<file path="src/rtl/cr16_control_fsm_if.sv">
// CR16 controller bus: stall control, fetch/memory handshakes and datapath control outputs.
// master = controller side, slave = memory/datapath side.
interface cr16_control_fsm_if #(
  parameter int unsigned ADDR_WIDTH = 16
);
  logic                  I_ENABLE;
  logic                  O_FETCH_REQ;
  logic                  I_FETCH_ACK;
  logic [ADDR_WIDTH-1:0] O_PC;
  logic [15:0]           I_INSTR;
  logic                  O_MEM_REQ;
  logic                  O_MEM_WE;
  logic                  I_MEM_ACK;
  logic [15:0]           I_MEM_RDATA;
  logic [15:0]           O_REG_WRITE_ENABLE;
  logic [3:0]            O_REG_A_SELECT;
  logic [3:0]            O_REG_B_SELECT;
  logic [15:0]           O_IMMEDIATE;
  logic                  O_IMMEDIATE_SELECT;
  logic [3:0]            O_OPCODE;
  logic [15:0]           O_REGFILE_DATA;
  logic                  O_REGFILE_DATA_SELECT;
  logic                  O_HALTED;

  modport master (
    input  I_ENABLE, I_FETCH_ACK, I_INSTR, I_MEM_ACK, I_MEM_RDATA,
    output O_FETCH_REQ, O_PC, O_MEM_REQ, O_MEM_WE, O_REG_WRITE_ENABLE,
           O_REG_A_SELECT, O_REG_B_SELECT, O_IMMEDIATE, O_IMMEDIATE_SELECT,
           O_OPCODE, O_REGFILE_DATA, O_REGFILE_DATA_SELECT, O_HALTED
  );

  modport slave (
    output I_ENABLE, I_FETCH_ACK, I_INSTR, I_MEM_ACK, I_MEM_RDATA,
    input  O_FETCH_REQ, O_PC, O_MEM_REQ, O_MEM_WE, O_REG_WRITE_ENABLE,
           O_REG_A_SELECT, O_REG_B_SELECT, O_IMMEDIATE, O_IMMEDIATE_SELECT,
           O_OPCODE, O_REGFILE_DATA, O_REGFILE_DATA_SELECT, O_HALTED
  );
endinterface

</file>
<file path="src/rtl/cr16_control_fsm.sv">
// CR16 instruction sequencer: fetch -> decode -> exec (-> mem), driving all datapath controls.
// Owns the PC; LOAD/STOR run over the data memory handshake.
module cr16_control_fsm #(
  parameter int unsigned           ADDR_WIDTH = 16,
  parameter logic [ADDR_WIDTH-1:0] RESET_PC   = '0
) (
  input logic                I_CLK,
  input logic                I_NRESET,
  cr16_control_fsm_if.master bus
);
  typedef enum logic [2:0] {S_FETCH, S_DECODE, S_EXEC, S_MEM, S_HALT} state_e;
  typedef enum logic [2:0] {K_NOP, K_WRITE, K_LOAD, K_STOR, K_HALT} kind_e;
  typedef enum logic [3:0] {
    OP_ADD = 4'd0, OP_ADDU, OP_ADDC, OP_ADDCU, OP_SUB, OP_MUL, OP_AND,
    OP_OR, OP_XOR, OP_NOT, OP_LSH, OP_RSH, OP_ALSH, OP_ARSH
  } alu_op_e;

  state_e                state_q, state_d;
  kind_e                 kind_q, kind_d;
  logic [3:0]            rd_q, rd_d;
  logic [ADDR_WIDTH-1:0] pc_q, pc_d;
  logic                  fetch_req_q, fetch_req_d;
  logic                  mem_req_q, mem_req_d;
  logic                  mem_we_q, mem_we_d;
  logic [3:0]            a_sel_q, a_sel_d, b_sel_q, b_sel_d, opcode_q, opcode_d;
  logic [15:0]           imm_q, imm_d, rf_data_q, rf_data_d, wr_en_q, wr_en_d;
  logic                  imm_sel_q, imm_sel_d, rf_data_sel_q, rf_data_sel_d;
  logic                  halted_q, halted_d;

  kind_e       dec_kind;
  logic [3:0]  dec_a, dec_b, dec_opc;
  logic [15:0] dec_imm, dec_rf_data;
  logic        dec_imm_sel, dec_rf_sel;
  logic        clear_dec;
  logic        load_ack;

  // Decode straight off the fetch bus so the controls are registered by the first DECODE cycle.
  always_comb begin
    dec_kind    = K_NOP;
    dec_a       = '0;
    dec_b       = '0;
    dec_opc     = OP_ADD;
    dec_imm     = '0;
    dec_imm_sel = 1'b0;
    dec_rf_data = '0;
    dec_rf_sel  = 1'b0;
    case (bus.I_INSTR[15:12])
      4'h0: begin
        if (bus.I_INSTR[7:4] == 4'hE) begin
          dec_kind = K_WRITE;
          dec_a    = bus.I_INSTR[3:0];
          dec_b    = bus.I_INSTR[3:0];
          dec_opc  = OP_OR;
        end else if (bus.I_INSTR[7:4] != 4'hF) begin
          dec_kind = K_WRITE;
          dec_a    = bus.I_INSTR[11:8];
          dec_b    = bus.I_INSTR[3:0];
          dec_opc  = bus.I_INSTR[7:4];
        end
      end
      4'h1, 4'h2, 4'h3, 4'h4, 4'h5, 4'h7: begin
        dec_kind    = K_WRITE;
        dec_a       = bus.I_INSTR[11:8];
        dec_imm_sel = 1'b1;
        dec_imm     = {8'h00, bus.I_INSTR[7:0]};
        case (bus.I_INSTR[15:12])
          4'h1:    dec_opc = OP_ADD;
          4'h2:    dec_opc = OP_SUB;
          4'h3:    dec_opc = OP_AND;
          4'h4:    dec_opc = OP_OR;
          4'h5:    dec_opc = OP_XOR;
          default: dec_opc = OP_LSH;
        endcase
        if (bus.I_INSTR[15:12] == 4'h1 || bus.I_INSTR[15:12] == 4'h2) begin
          dec_imm = {{8{bus.I_INSTR[7]}}, bus.I_INSTR[7:0]};
        end
      end
      4'h6: begin
        dec_kind    = K_WRITE;
        dec_rf_data = {8'h00, bus.I_INSTR[7:0]};
        dec_rf_sel  = 1'b1;
      end
      4'h8: begin
        dec_kind   = K_LOAD;
        dec_b      = bus.I_INSTR[3:0];
        dec_rf_sel = 1'b1;
      end
      4'h9: begin
        dec_kind = K_STOR;
        dec_a    = bus.I_INSTR[11:8];
        dec_b    = bus.I_INSTR[3:0];
      end
      4'hF:    dec_kind = K_HALT;
      default: dec_kind = K_NOP;
    endcase
  end

  always_comb begin
    state_d       = state_q;
    kind_d        = kind_q;
    rd_d          = rd_q;
    pc_d          = pc_q;
    fetch_req_d   = fetch_req_q;
    mem_req_d     = mem_req_q;
    mem_we_d      = mem_we_q;
    a_sel_d       = a_sel_q;
    b_sel_d       = b_sel_q;
    opcode_d      = opcode_q;
    imm_d         = imm_q;
    imm_sel_d     = imm_sel_q;
    rf_data_d     = rf_data_q;
    rf_data_sel_d = rf_data_sel_q;
    wr_en_d       = wr_en_q;
    halted_d      = halted_q;
    clear_dec     = 1'b0;
    if (bus.I_ENABLE) begin
      case (state_q)
        S_FETCH: begin
          if (!fetch_req_q) begin
            fetch_req_d = 1'b1;
          end else if (bus.I_FETCH_ACK) begin
            fetch_req_d   = 1'b0;
            state_d       = S_DECODE;
            kind_d        = dec_kind;
            rd_d          = bus.I_INSTR[11:8];
            a_sel_d       = dec_a;
            b_sel_d       = dec_b;
            opcode_d      = dec_opc;
            imm_d         = dec_imm;
            imm_sel_d     = dec_imm_sel;
            rf_data_d     = dec_rf_data;
            rf_data_sel_d = dec_rf_sel;
          end
        end
        S_DECODE: begin
          state_d = S_EXEC;
          wr_en_d = (kind_q == K_WRITE) ? (16'd1 << rd_q) : '0;
        end
        S_EXEC: begin
          wr_en_d = '0;
          case (kind_q)
            K_LOAD, K_STOR: begin
              state_d   = S_MEM;
              mem_req_d = 1'b1;
              mem_we_d  = (kind_q == K_STOR);
            end
            K_HALT: begin
              state_d   = S_HALT;
              halted_d  = 1'b1;
              clear_dec = 1'b1;
            end
            default: begin
              state_d     = S_FETCH;
              fetch_req_d = 1'b1;
              pc_d        = pc_q + ADDR_WIDTH'(1);
              clear_dec   = 1'b1;
            end
          endcase
        end
        S_MEM: begin
          if (mem_req_q && bus.I_MEM_ACK) begin
            mem_req_d   = 1'b0;
            mem_we_d    = 1'b0;
            state_d     = S_FETCH;
            fetch_req_d = 1'b1;
            pc_d        = pc_q + ADDR_WIDTH'(1);
            clear_dec   = 1'b1;
          end
        end
        default: ;
      endcase
    end
    if (clear_dec) begin
      a_sel_d       = '0;
      b_sel_d       = '0;
      opcode_d      = '0;
      imm_d         = '0;
      imm_sel_d     = 1'b0;
      rf_data_d     = '0;
      rf_data_sel_d = 1'b0;
    end
  end

  always_ff @(posedge I_CLK or negedge I_NRESET) begin
    if (!I_NRESET) begin
      state_q       <= S_FETCH;
      kind_q        <= K_NOP;
      rd_q          <= '0;
      pc_q          <= RESET_PC;
      fetch_req_q   <= 1'b0;
      mem_req_q     <= 1'b0;
      mem_we_q      <= 1'b0;
      a_sel_q       <= '0;
      b_sel_q       <= '0;
      opcode_q      <= '0;
      imm_q         <= '0;
      imm_sel_q     <= 1'b0;
      rf_data_q     <= '0;
      rf_data_sel_q <= 1'b0;
      wr_en_q       <= '0;
      halted_q      <= 1'b0;
    end else begin
      state_q       <= state_d;
      kind_q        <= kind_d;
      rd_q          <= rd_d;
      pc_q          <= pc_d;
      fetch_req_q   <= fetch_req_d;
      mem_req_q     <= mem_req_d;
      mem_we_q      <= mem_we_d;
      a_sel_q       <= a_sel_d;
      b_sel_q       <= b_sel_d;
      opcode_q      <= opcode_d;
      imm_q         <= imm_d;
      imm_sel_q     <= imm_sel_d;
      rf_data_q     <= rf_data_d;
      rf_data_sel_q <= rf_data_sel_d;
      wr_en_q       <= wr_en_d;
      halted_q      <= halted_d;
    end
  end

  // Load write-back lands in the ack cycle itself, so the strobe and data bypass the registers.
  assign load_ack = (state_q == S_MEM) && (kind_q == K_LOAD) && mem_req_q && bus.I_MEM_ACK;

  assign bus.O_REG_WRITE_ENABLE    = bus.I_ENABLE ? (wr_en_q | (load_ack ? (16'd1 << rd_q) : 16'd0)) : '0;
  assign bus.O_REGFILE_DATA        = (state_q == S_MEM && kind_q == K_LOAD) ? bus.I_MEM_RDATA : rf_data_q;
  assign bus.O_REGFILE_DATA_SELECT = rf_data_sel_q;
  assign bus.O_FETCH_REQ           = fetch_req_q;
  assign bus.O_PC                  = pc_q;
  assign bus.O_MEM_REQ             = mem_req_q;
  assign bus.O_MEM_WE              = mem_we_q;
  assign bus.O_REG_A_SELECT        = a_sel_q;
  assign bus.O_REG_B_SELECT        = b_sel_q;
  assign bus.O_IMMEDIATE           = imm_q;
  assign bus.O_IMMEDIATE_SELECT    = imm_sel_q;
  assign bus.O_OPCODE              = opcode_q;
  assign bus.O_HALTED              = halted_q;
endmodule
</file>
<file path="src/flat_wrapper.sv">
// flat-port wrapper written by rule: the top's interface ports become plain ports
module cr16_control_fsm_flat 
#(
  parameter int unsigned           ADDR_WIDTH = 16,
  parameter logic [ADDR_WIDTH-1:0] RESET_PC   = '0
)
  (I_CLK, I_NRESET, bus_I_ENABLE, bus_I_FETCH_ACK, bus_I_INSTR, bus_I_MEM_ACK, bus_I_MEM_RDATA, bus_O_FETCH_REQ, bus_O_PC, bus_O_MEM_REQ, bus_O_MEM_WE, bus_O_REG_WRITE_ENABLE, bus_O_REG_A_SELECT, bus_O_REG_B_SELECT, bus_O_IMMEDIATE, bus_O_IMMEDIATE_SELECT, bus_O_OPCODE, bus_O_REGFILE_DATA, bus_O_REGFILE_DATA_SELECT, bus_O_HALTED);
  cr16_control_fsm_if #(.ADDR_WIDTH(ADDR_WIDTH)) bus_i ();
  input logic I_CLK;
  input logic I_NRESET;
  input wire logic [$bits(bus_i.I_ENABLE)-1:0] bus_I_ENABLE;
  input wire logic [$bits(bus_i.I_FETCH_ACK)-1:0] bus_I_FETCH_ACK;
  input wire logic [$bits(bus_i.I_INSTR)-1:0] bus_I_INSTR;
  input wire logic [$bits(bus_i.I_MEM_ACK)-1:0] bus_I_MEM_ACK;
  input wire logic [$bits(bus_i.I_MEM_RDATA)-1:0] bus_I_MEM_RDATA;
  output wire logic [$bits(bus_i.O_FETCH_REQ)-1:0] bus_O_FETCH_REQ;
  output wire logic [$bits(bus_i.O_PC)-1:0] bus_O_PC;
  output wire logic [$bits(bus_i.O_MEM_REQ)-1:0] bus_O_MEM_REQ;
  output wire logic [$bits(bus_i.O_MEM_WE)-1:0] bus_O_MEM_WE;
  output wire logic [$bits(bus_i.O_REG_WRITE_ENABLE)-1:0] bus_O_REG_WRITE_ENABLE;
  output wire logic [$bits(bus_i.O_REG_A_SELECT)-1:0] bus_O_REG_A_SELECT;
  output wire logic [$bits(bus_i.O_REG_B_SELECT)-1:0] bus_O_REG_B_SELECT;
  output wire logic [$bits(bus_i.O_IMMEDIATE)-1:0] bus_O_IMMEDIATE;
  output wire logic [$bits(bus_i.O_IMMEDIATE_SELECT)-1:0] bus_O_IMMEDIATE_SELECT;
  output wire logic [$bits(bus_i.O_OPCODE)-1:0] bus_O_OPCODE;
  output wire logic [$bits(bus_i.O_REGFILE_DATA)-1:0] bus_O_REGFILE_DATA;
  output wire logic [$bits(bus_i.O_REGFILE_DATA_SELECT)-1:0] bus_O_REGFILE_DATA_SELECT;
  output wire logic [$bits(bus_i.O_HALTED)-1:0] bus_O_HALTED;
  assign bus_i.I_ENABLE = bus_I_ENABLE;
  assign bus_i.I_FETCH_ACK = bus_I_FETCH_ACK;
  assign bus_i.I_INSTR = bus_I_INSTR;
  assign bus_i.I_MEM_ACK = bus_I_MEM_ACK;
  assign bus_i.I_MEM_RDATA = bus_I_MEM_RDATA;
  assign bus_O_FETCH_REQ = bus_i.O_FETCH_REQ;
  assign bus_O_PC = bus_i.O_PC;
  assign bus_O_MEM_REQ = bus_i.O_MEM_REQ;
  assign bus_O_MEM_WE = bus_i.O_MEM_WE;
  assign bus_O_REG_WRITE_ENABLE = bus_i.O_REG_WRITE_ENABLE;
  assign bus_O_REG_A_SELECT = bus_i.O_REG_A_SELECT;
  assign bus_O_REG_B_SELECT = bus_i.O_REG_B_SELECT;
  assign bus_O_IMMEDIATE = bus_i.O_IMMEDIATE;
  assign bus_O_IMMEDIATE_SELECT = bus_i.O_IMMEDIATE_SELECT;
  assign bus_O_OPCODE = bus_i.O_OPCODE;
  assign bus_O_REGFILE_DATA = bus_i.O_REGFILE_DATA;
  assign bus_O_REGFILE_DATA_SELECT = bus_i.O_REGFILE_DATA_SELECT;
  assign bus_O_HALTED = bus_i.O_HALTED;
  cr16_control_fsm #(.ADDR_WIDTH(ADDR_WIDTH), .RESET_PC(RESET_PC)) u_core (.I_CLK(I_CLK), .I_NRESET(I_NRESET), .bus(bus_i));
endmodule
</file>
<file path="config.mk">
export PLATFORM = sky130hd
export DESIGN_NAME = cr16_control_fsm_flat
export DESIGN_NICKNAME = d
export VERILOG_FILES = /design/src/rtl/cr16_control_fsm_if.sv /design/src/rtl/cr16_control_fsm.sv /design/src/flat_wrapper.sv
export SDC_FILE = /design/constraint.sdc
export NUM_CORES = 1
export LEC_CHECK = 0
export ABC_AREA = 1
export CAP_MARGIN = 10
export CORE_MARGIN = 1.5
export CORE_UTILIZATION = 48
export CTS_CLUSTER_SIZE = 25
export DETAILED_ROUTE_END_ITERATION = 10
export PLACE_DENSITY = 0.76
export REMOVE_ABC_BUFFERS = 1
export SYNTH_ARGS = -nofsm -noshare
export SYNTH_HDL_FRONTEND = slang
export SYNTH_SLANG_ARGS = --single-unit
</file>
<file path="constraint.sdc">
create_clock -name I_CLK -period 1.9 [get_ports I_CLK]
set_input_delay 0.38 -clock I_CLK [delete_from_list [all_inputs] [get_ports I_CLK]]
set_output_delay 0.38 -clock I_CLK [all_outputs]
set_load 0.05 [all_outputs]
</file>
# After elaboration in Yosys (flattened, before gate mapping)
# Index checks and enable logic that the tools add are counted.
classes:
  add_sub_neg: 1
  muxes: 80
  reduce_logical: 30
  bitwise_logic: 1
  shift: 1
  eq_ne: 24
op_table:
  columns: ["cell", "n"]
  rows:
  - ["2-to-1 mux 16 bit", 18]
  - ["2-to-1 mux 4 bit", 21]
  - ["one-hot mux 16 bit (2 select lines)", 2]
  - ["one-hot mux 4 bit (2 select lines)", 3]
  - ["2-to-1 mux 1 bit", 23]
  - ["one-hot mux 4 bit (5 select lines)", 1]
  - ["AND reduction 4 bit", 5]
  - ["adder 16 x 1 -> 16 bit, second input constant", 1]
  - ["== test 4 x 3 -> 1 bit, second input constant", 4]
  - ["== test 4 bit, second input constant", 4]
  - ["bitwise OR 16 bit", 1]
  - ["<< shifter 1 x 4 -> 16 bit, first input constant", 1]
  - ["one-hot mux 3 bit (5 select lines)", 1]
  - ["OR reduction 7 bit", 2]
  - ["== test 3 x 2 -> 1 bit, second input constant", 4]
  - ["2-to-1 mux 3 bit", 4]
  - ["one-hot mux 3 bit (4 select lines)", 1]
  - ["nonzero test 2 bit", 6]
  - ["== test 4 x 2 -> 1 bit, second input constant", 2]
  - ["2-to-1 mux 8 bit", 1]
  - ["== test 3 x 1 -> 1 bit, second input constant", 2]
  - ["inequality test 2 x 1 -> 1 bit, second input constant", 3]
  - ["one-hot mux 1 bit (2 select lines)", 3]
  - ["one-hot mux 3 bit (2 select lines)", 1]
  - ["other kinds (17)", 23]
word_totals:
  register_bits: 92
  word_cells: 153
  output_inout_bits: 82
  inputBits: 37

# Longest topological paths before layout
logic_depth:
  ltp_word: 9
  mapped_depth: 10

# Worst setup path after synthesis
# Ideal clock, no wire load.
synth_timing:
  path_kind: "reg-to-output"
  startpoint: "register u_core.mem_req_q (netlist: u_core.bus.O_MEM_REQ)"
  endpoint: "output bus_O_REG_WRITE_ENABLE[11]"
  t_required_ps: 1520
  arrival_time_ps: 1959
  slack_ps: -439
  n_path_buf: 1
  path_stages_with_launch: 8
  cell_sequence: "dfrtp_1 nand2_1 inv_1 nand2_4 inv_2 buf_6 nand3_1 a21oi_1"
synth_via:
  elab_chain_len: 5
synth_rtl:
  columns: ["element", "line_no", "text"]
  rows:
  - ["start: declaration", "cr16_control_fsm.sv:23", "logic mem_req_q, mem_req_d;"]
  - ["start signal: assignment", "cr16_control_fsm.sv:208", "mem_req_q <= mem_req_d;"]
  - ["logical AND 1 bit (2 in series)", "cr16_control_fsm.sv:223", "assign load_ack = (state_q == S_MEM) && (kind_q == K_LOAD) && mem_req_q && bus.I_MEM_ACK;"]
  - ["2-to-1 mux 16 bit", "cr16_control_fsm.sv:225", "assign bus.O_REG_WRITE_ENABLE = bus.I_ENABLE ? (wr_en_q | (load_ack ? (16'd1 << rd_q) : 16'd0)) : '0;"]
  - ["bitwise OR 16 bit", "cr16_control_fsm.sv:225", null]
  - ["2-to-1 mux 16 bit", "cr16_control_fsm.sv:225", null]
  - ["end: declaration", "flat_wrapper.sv:20", "output wire logic [$bits(bus_i.O_REG_WRITE_ENABLE)-1:0] bus_O_REG_WRITE_ENABLE;"]
# No other way between the ends.

# Worst setup path after layout
layout_timing:
  startpoint: "register u_core.kind_q[1]"
  endpoint: "output bus_O_REG_WRITE_ENABLE[10]"
layout_via:
  elab_chain_len: 7
layout_rtl:
  columns: ["element", "line_no", "text"]
  rows:
  - ["start: declaration", "cr16_control_fsm.sv:19", "kind_e kind_q, kind_d;"]
  - ["start signal: assignment", "cr16_control_fsm.sv:204", "kind_q <= kind_d;"]
  - ["== test 3 x 2 -> 1 bit", "cr16_control_fsm.sv:223", null]
  - ["logical AND 1 bit (3 in series)", "cr16_control_fsm.sv:223", null]
  - ["2-to-1 mux 16 bit", "cr16_control_fsm.sv:225", null]
  - ["bitwise OR 16 bit", "cr16_control_fsm.sv:225", null]
  - ["2-to-1 mux 16 bit", "cr16_control_fsm.sv:225", null]
# No other way between the ends.

==> results.md <==
* H-tree depth at 3
* Total Wirelength at 12890 µm
* Setup WS pre-CTS at -0.3121 ns
* Hold Path Class: flop to flop
* Final setup skew at 0.01181 ns
* Commonest cells in the netlist: nand2_1 (193), nand3_1 (96), dfrtp_1 (77), inv_1 (63), nor2_1 (49)
* Comb pwr share at 12.4%
* Grt ovf at 0
* Startpoint Class: flop
* Number of synthesized flops with an enable pin at 0
* Distinct cell type count after synthesis at 25
* Initial detailed-routing violation count at 255
* Drt pass-1 iters at 7
* ANT nets after route at 0
* Failing checks: setup timing
* Setup-violating endpoint count in the final report at 32
* Routability congestion estimate from global placement at about 0.90
* Overall power at 3.397 mW
* RSZ-0062 raised after global routing: yes
* Slowest CP cell: dfrtp_1
* Dominant cell type by area after synthesis: dfrtp_1
* Status: finished, violations left
* DRC viols at 0
* Maximum vdd drop at 369.1 µV
* Worst setup EP type: output pin
* CTS tree: done
* Flop pwr share at about 49%
* Vias in the first global route at 4473
* Share of cells above drive strength 1 at 24.02%
* R2R setup slack at 0.20 ns
* Cell with the most instances after synthesis: nand2_1
* Area contributors post-synth: dfrtp_1 (43%), nand2_1 (16%), nand3_1 (11%), inv_1 (5.3%), o21ai_0 (4.5%)
* Internal power at ~2.5 mW
* Buf/Inv on CP at 5
* Crit. Startpoint: u_core.kind_q[1]$_DFFE_PN0P_
* Maximum fanout along the worst path at 10
* P_sw at 0.8787 mW
* DIE WIDTH at 99.33 µm
* Max Clock Freq at 464.1 MHz
* Row cnt at 34
* CP arrival at 1.77 ns
* Root buf cell: clkbuf_8
* Worst slew pin tran at 0.7159 ns
* Cells after Synth at 626
* Largest delay contributor family on the critical path: buffers and inverters
* Area growth, synth to finish at 44.92%
* Antenna Cells at 0
* Pwr dens at 526.2 nW/µm²
* Final Max Slew Viols at 0
* Syn Area/Cell at just over 7 µm²
* Antenna violations before repair at 0
* Final std cells w/o fill at 874
* Num CTS Buffers at 9
* Flip-flop and latch area at 1927 µm²
* Flops & latches, synth at 77
* Max Cap Violations at 0
* Routed len/inst at 14.75 µm
* Clk pwr share at 38.8%
* Fin util at roughly 73%
* Cell Area, Synth at 4454 µm²
* Crit path depth at 9
* Largest stage delay, worst path at between 0.3 and 0.4 ns
* Crit share post-route at 113.4%
* Cell Chain, Critical Path: inv_2 -> nor2_4 -> inv_2 -> nor2_4 -> buf_6 -> buf_12 -> nand3_1 -> a21oi_2 -> buf_12
* Rel. slew slack at roughly 52%
* R2r worst-path depth at 7
* Final hold viol count at 0
* Clock sinks at 77
* Post-detail-place hpwl at 8884 µm
* Die Ht at 99.33 µm
* Die Area at 9866 µm²
* Sw Share at 25.87%
* Synth top area share at 43.26%
* Nets at 799
* Vias per cell at 5.357
* Filler cells at 693
* PortBufs at 118
* Placed cell count at about 850
* Yosys warnings at 0
* Min cycle time layout at 2.155 ns
* Via count at approximately 4.7k
* Clock Latency Late Sink at roughly 0.35 ns
* Leakage at 3.249 nW
* Core box area at 8848 µm²
* Ys async rst share at 100.0%
* Reg-to-reg startpoint: u_core.state_q[2]$_DFFE_PN0P_
* Sequential fraction of the synthesis area at between 40 and 50%
* Synth Flop Type: dfrtp_1
* Total track usage at between 20% and 30%
* Area taken by multi-input logic gates at 2263 µm²
* Critical path capture point: bus_O_REG_WRITE_ENABLE[10]
* First-pass GRT wire length at 21040 µm
* Initial Utilization at around half
* Crit Reg-Reg Endpoint: u_core.bus.O_IMMEDIATE[3]$_DFFE_PN0P_
* CP Class: flop to output pin
* PnR worst setup slack at -0.2545 ns
* Ports at 119
* Critical path required time at 1.52 ns
* Clock slew at reported path FFs at 0.08 ns
* Largest net degree at the start of global routing at 48
* Clk buf depth at 2
-- worst min-delay path by stage --
stage | to | cells past startpoint | start | slack (ns)
finish | u_core.bus.O_HALTED$_DFFE_PN0P_ | 2 | u_core.bus.O_HALTED$_DFFE_PN0P_ | 0.47
global route | u_core.bus.O_PC[9]$_DFFE_PN0P_ | 2 | I_NRESET | 0.52
CTS | u_core.bus.O_HALTED$_DFFE_PN0P_ | 2 | u_core.bus.O_HALTED$_DFFE_PN0P_ | 0.47
detailed placement | u_core.bus.O_PC[9]$_DFFE_PN0P_ | 1 | I_NRESET | 0.35
global placement | u_core.bus.O_PC[8]$_DFFE_PN0P_ | 1 | I_NRESET | 0.34
floorplan | u_core.bus.O_FETCH_REQ$_DFFE_PN0P_ | 0 | I_NRESET | 0.08
-- layout by cell type (no fill, tap or decap), types with 2 or more instances in the layout --
cell | Yosys | routed
nand4_1 | 14 | 14
nor2_4 | 3 | 13
inv_2 | 6 | 7
xor2_1 | 3 | 3
buf_12 | 0 | 31
o211ai_1 | 2 | 2
a21oi_2 | 1 | 13
dfrtp_1 | 77 | 77
clkinvlp_4 | 0 | 2
buf_6 | 6 | 2
a21oi_1 | 27 | 11
clkdlybuf4s50_1 | 0 | 35
xnor2_1 | 3 | 3
clkinv_1 | 2 | 2
dlygate4sd2_1 | 0 | 5
nor2_1 | 49 | 37
o21ai_1 | 5 | 5
o21ai_0 | 40 | 40
nor2_2 | 3 | 5
nand2_4 | 4 | 4
a21oi_4 | 0 | 4
clkbuf_8 | 0 | 11
nand3b_1 | 3 | 3
nand2_1 | 193 | 193
nand3_2 | 0 | 7
nand2_2 | 2 | 2
nand3_1 | 96 | 89
inv_1 | 63 | 61
buf_4 | 9 | 79
-- cells by family after synthesis --
group	after synthesis	share of synthesized area [%]
flops	77	43.26
buf+inv	100	10.53
xor+xnor	6	1.180
fa+ha+maj	1	0.2809
compound gates	75	8.623
simple gates	367	36.12
-- cell type report --
| cell class | count | share of cell area (%) |
|---|---|---|
| well taps | 108 | 2.093 |
| inverters | 71 | 4.323 |
| multi-input cells | 449 | 35.06 |
| repair buffers | 153 | 25.41 |
| clock inverters | 5 | 0.9110 |
| flip-flops and latches | 77 | 29.85 |
| clock buffers | 11 | 2.345 |
-- power by group through the flow --
stage          sequential (mW)  combinational (mW)  clock (mW)
2_1_floorplan             1.69               0.146           0
3_3_place_gp              1.69               0.387           0
3_5_place_dp              1.69               0.394           0
4_1_cts                   1.66               0.414        1.33
5_1_grt                   1.66               0.453        1.40
6_report                  1.66               0.421        1.32
-- layer usage --
layer / vias up / part of all wire [%] / track usage, %
met5: - / 0 / 0
met1: 2178 / 41 / 34.38
li1: 2278 / - / -
met4: 0 / 1.8 / 8.234
met3: 20 / 7.7 / 5.060
met2: 206 / 49 / 45.05
-- tightest hold or removal path, delay by kind of cell, from the launching register on --
kind | cells | cell delay, ns
buf+inv | 1 | 0.04
flops | 1 | 0.35
simple gates | 1 | 0.05
-- flip-flops by register name (all words and copies together) (netlist names), 3 cells and up --
name	count
u_core.bus.O_PC	16
u_core.wr_en_q	16
u_core.bus.O_IMMEDIATE	9
u_core.rf_data_q	8
u_core.bus.O_OPCODE	4
u_core.bus.O_REG_A_SELECT	4
u_core.bus.O_REG_B_SELECT	4
u_core.rd_q	4
u_core.kind_q	3
u_core.state_q	3
-- stage by stage --
| stage | setup TNS, ns | hold slack [ns] | instance area [µm²] |
|---|---|---|---|
| after global placement | -4.939 | 0.3428 | 5943 |
| after floorplan | -37.22 | 0.08441 | 4252 |
| after global routing | -9.041 | 0.5170 | 6455 |
| after CTS | -5.666 | 0.4746 | 6410 |
| final | -5.690 | 0.4705 | 6455 |
| after detailed placement | -5.151 | 0.3487 | 5943 |
-- timing repair --
item	4_1_cts	5_1_grt
setup buffers	6	2
pin swaps	4	8
hold endpoints to repair	30	0
resized for setup	52	11
gates cloned	1	0
hold buffers	1	0
endpoints found under the setup margin	37	32
Power figures use the tool's default switching activity.
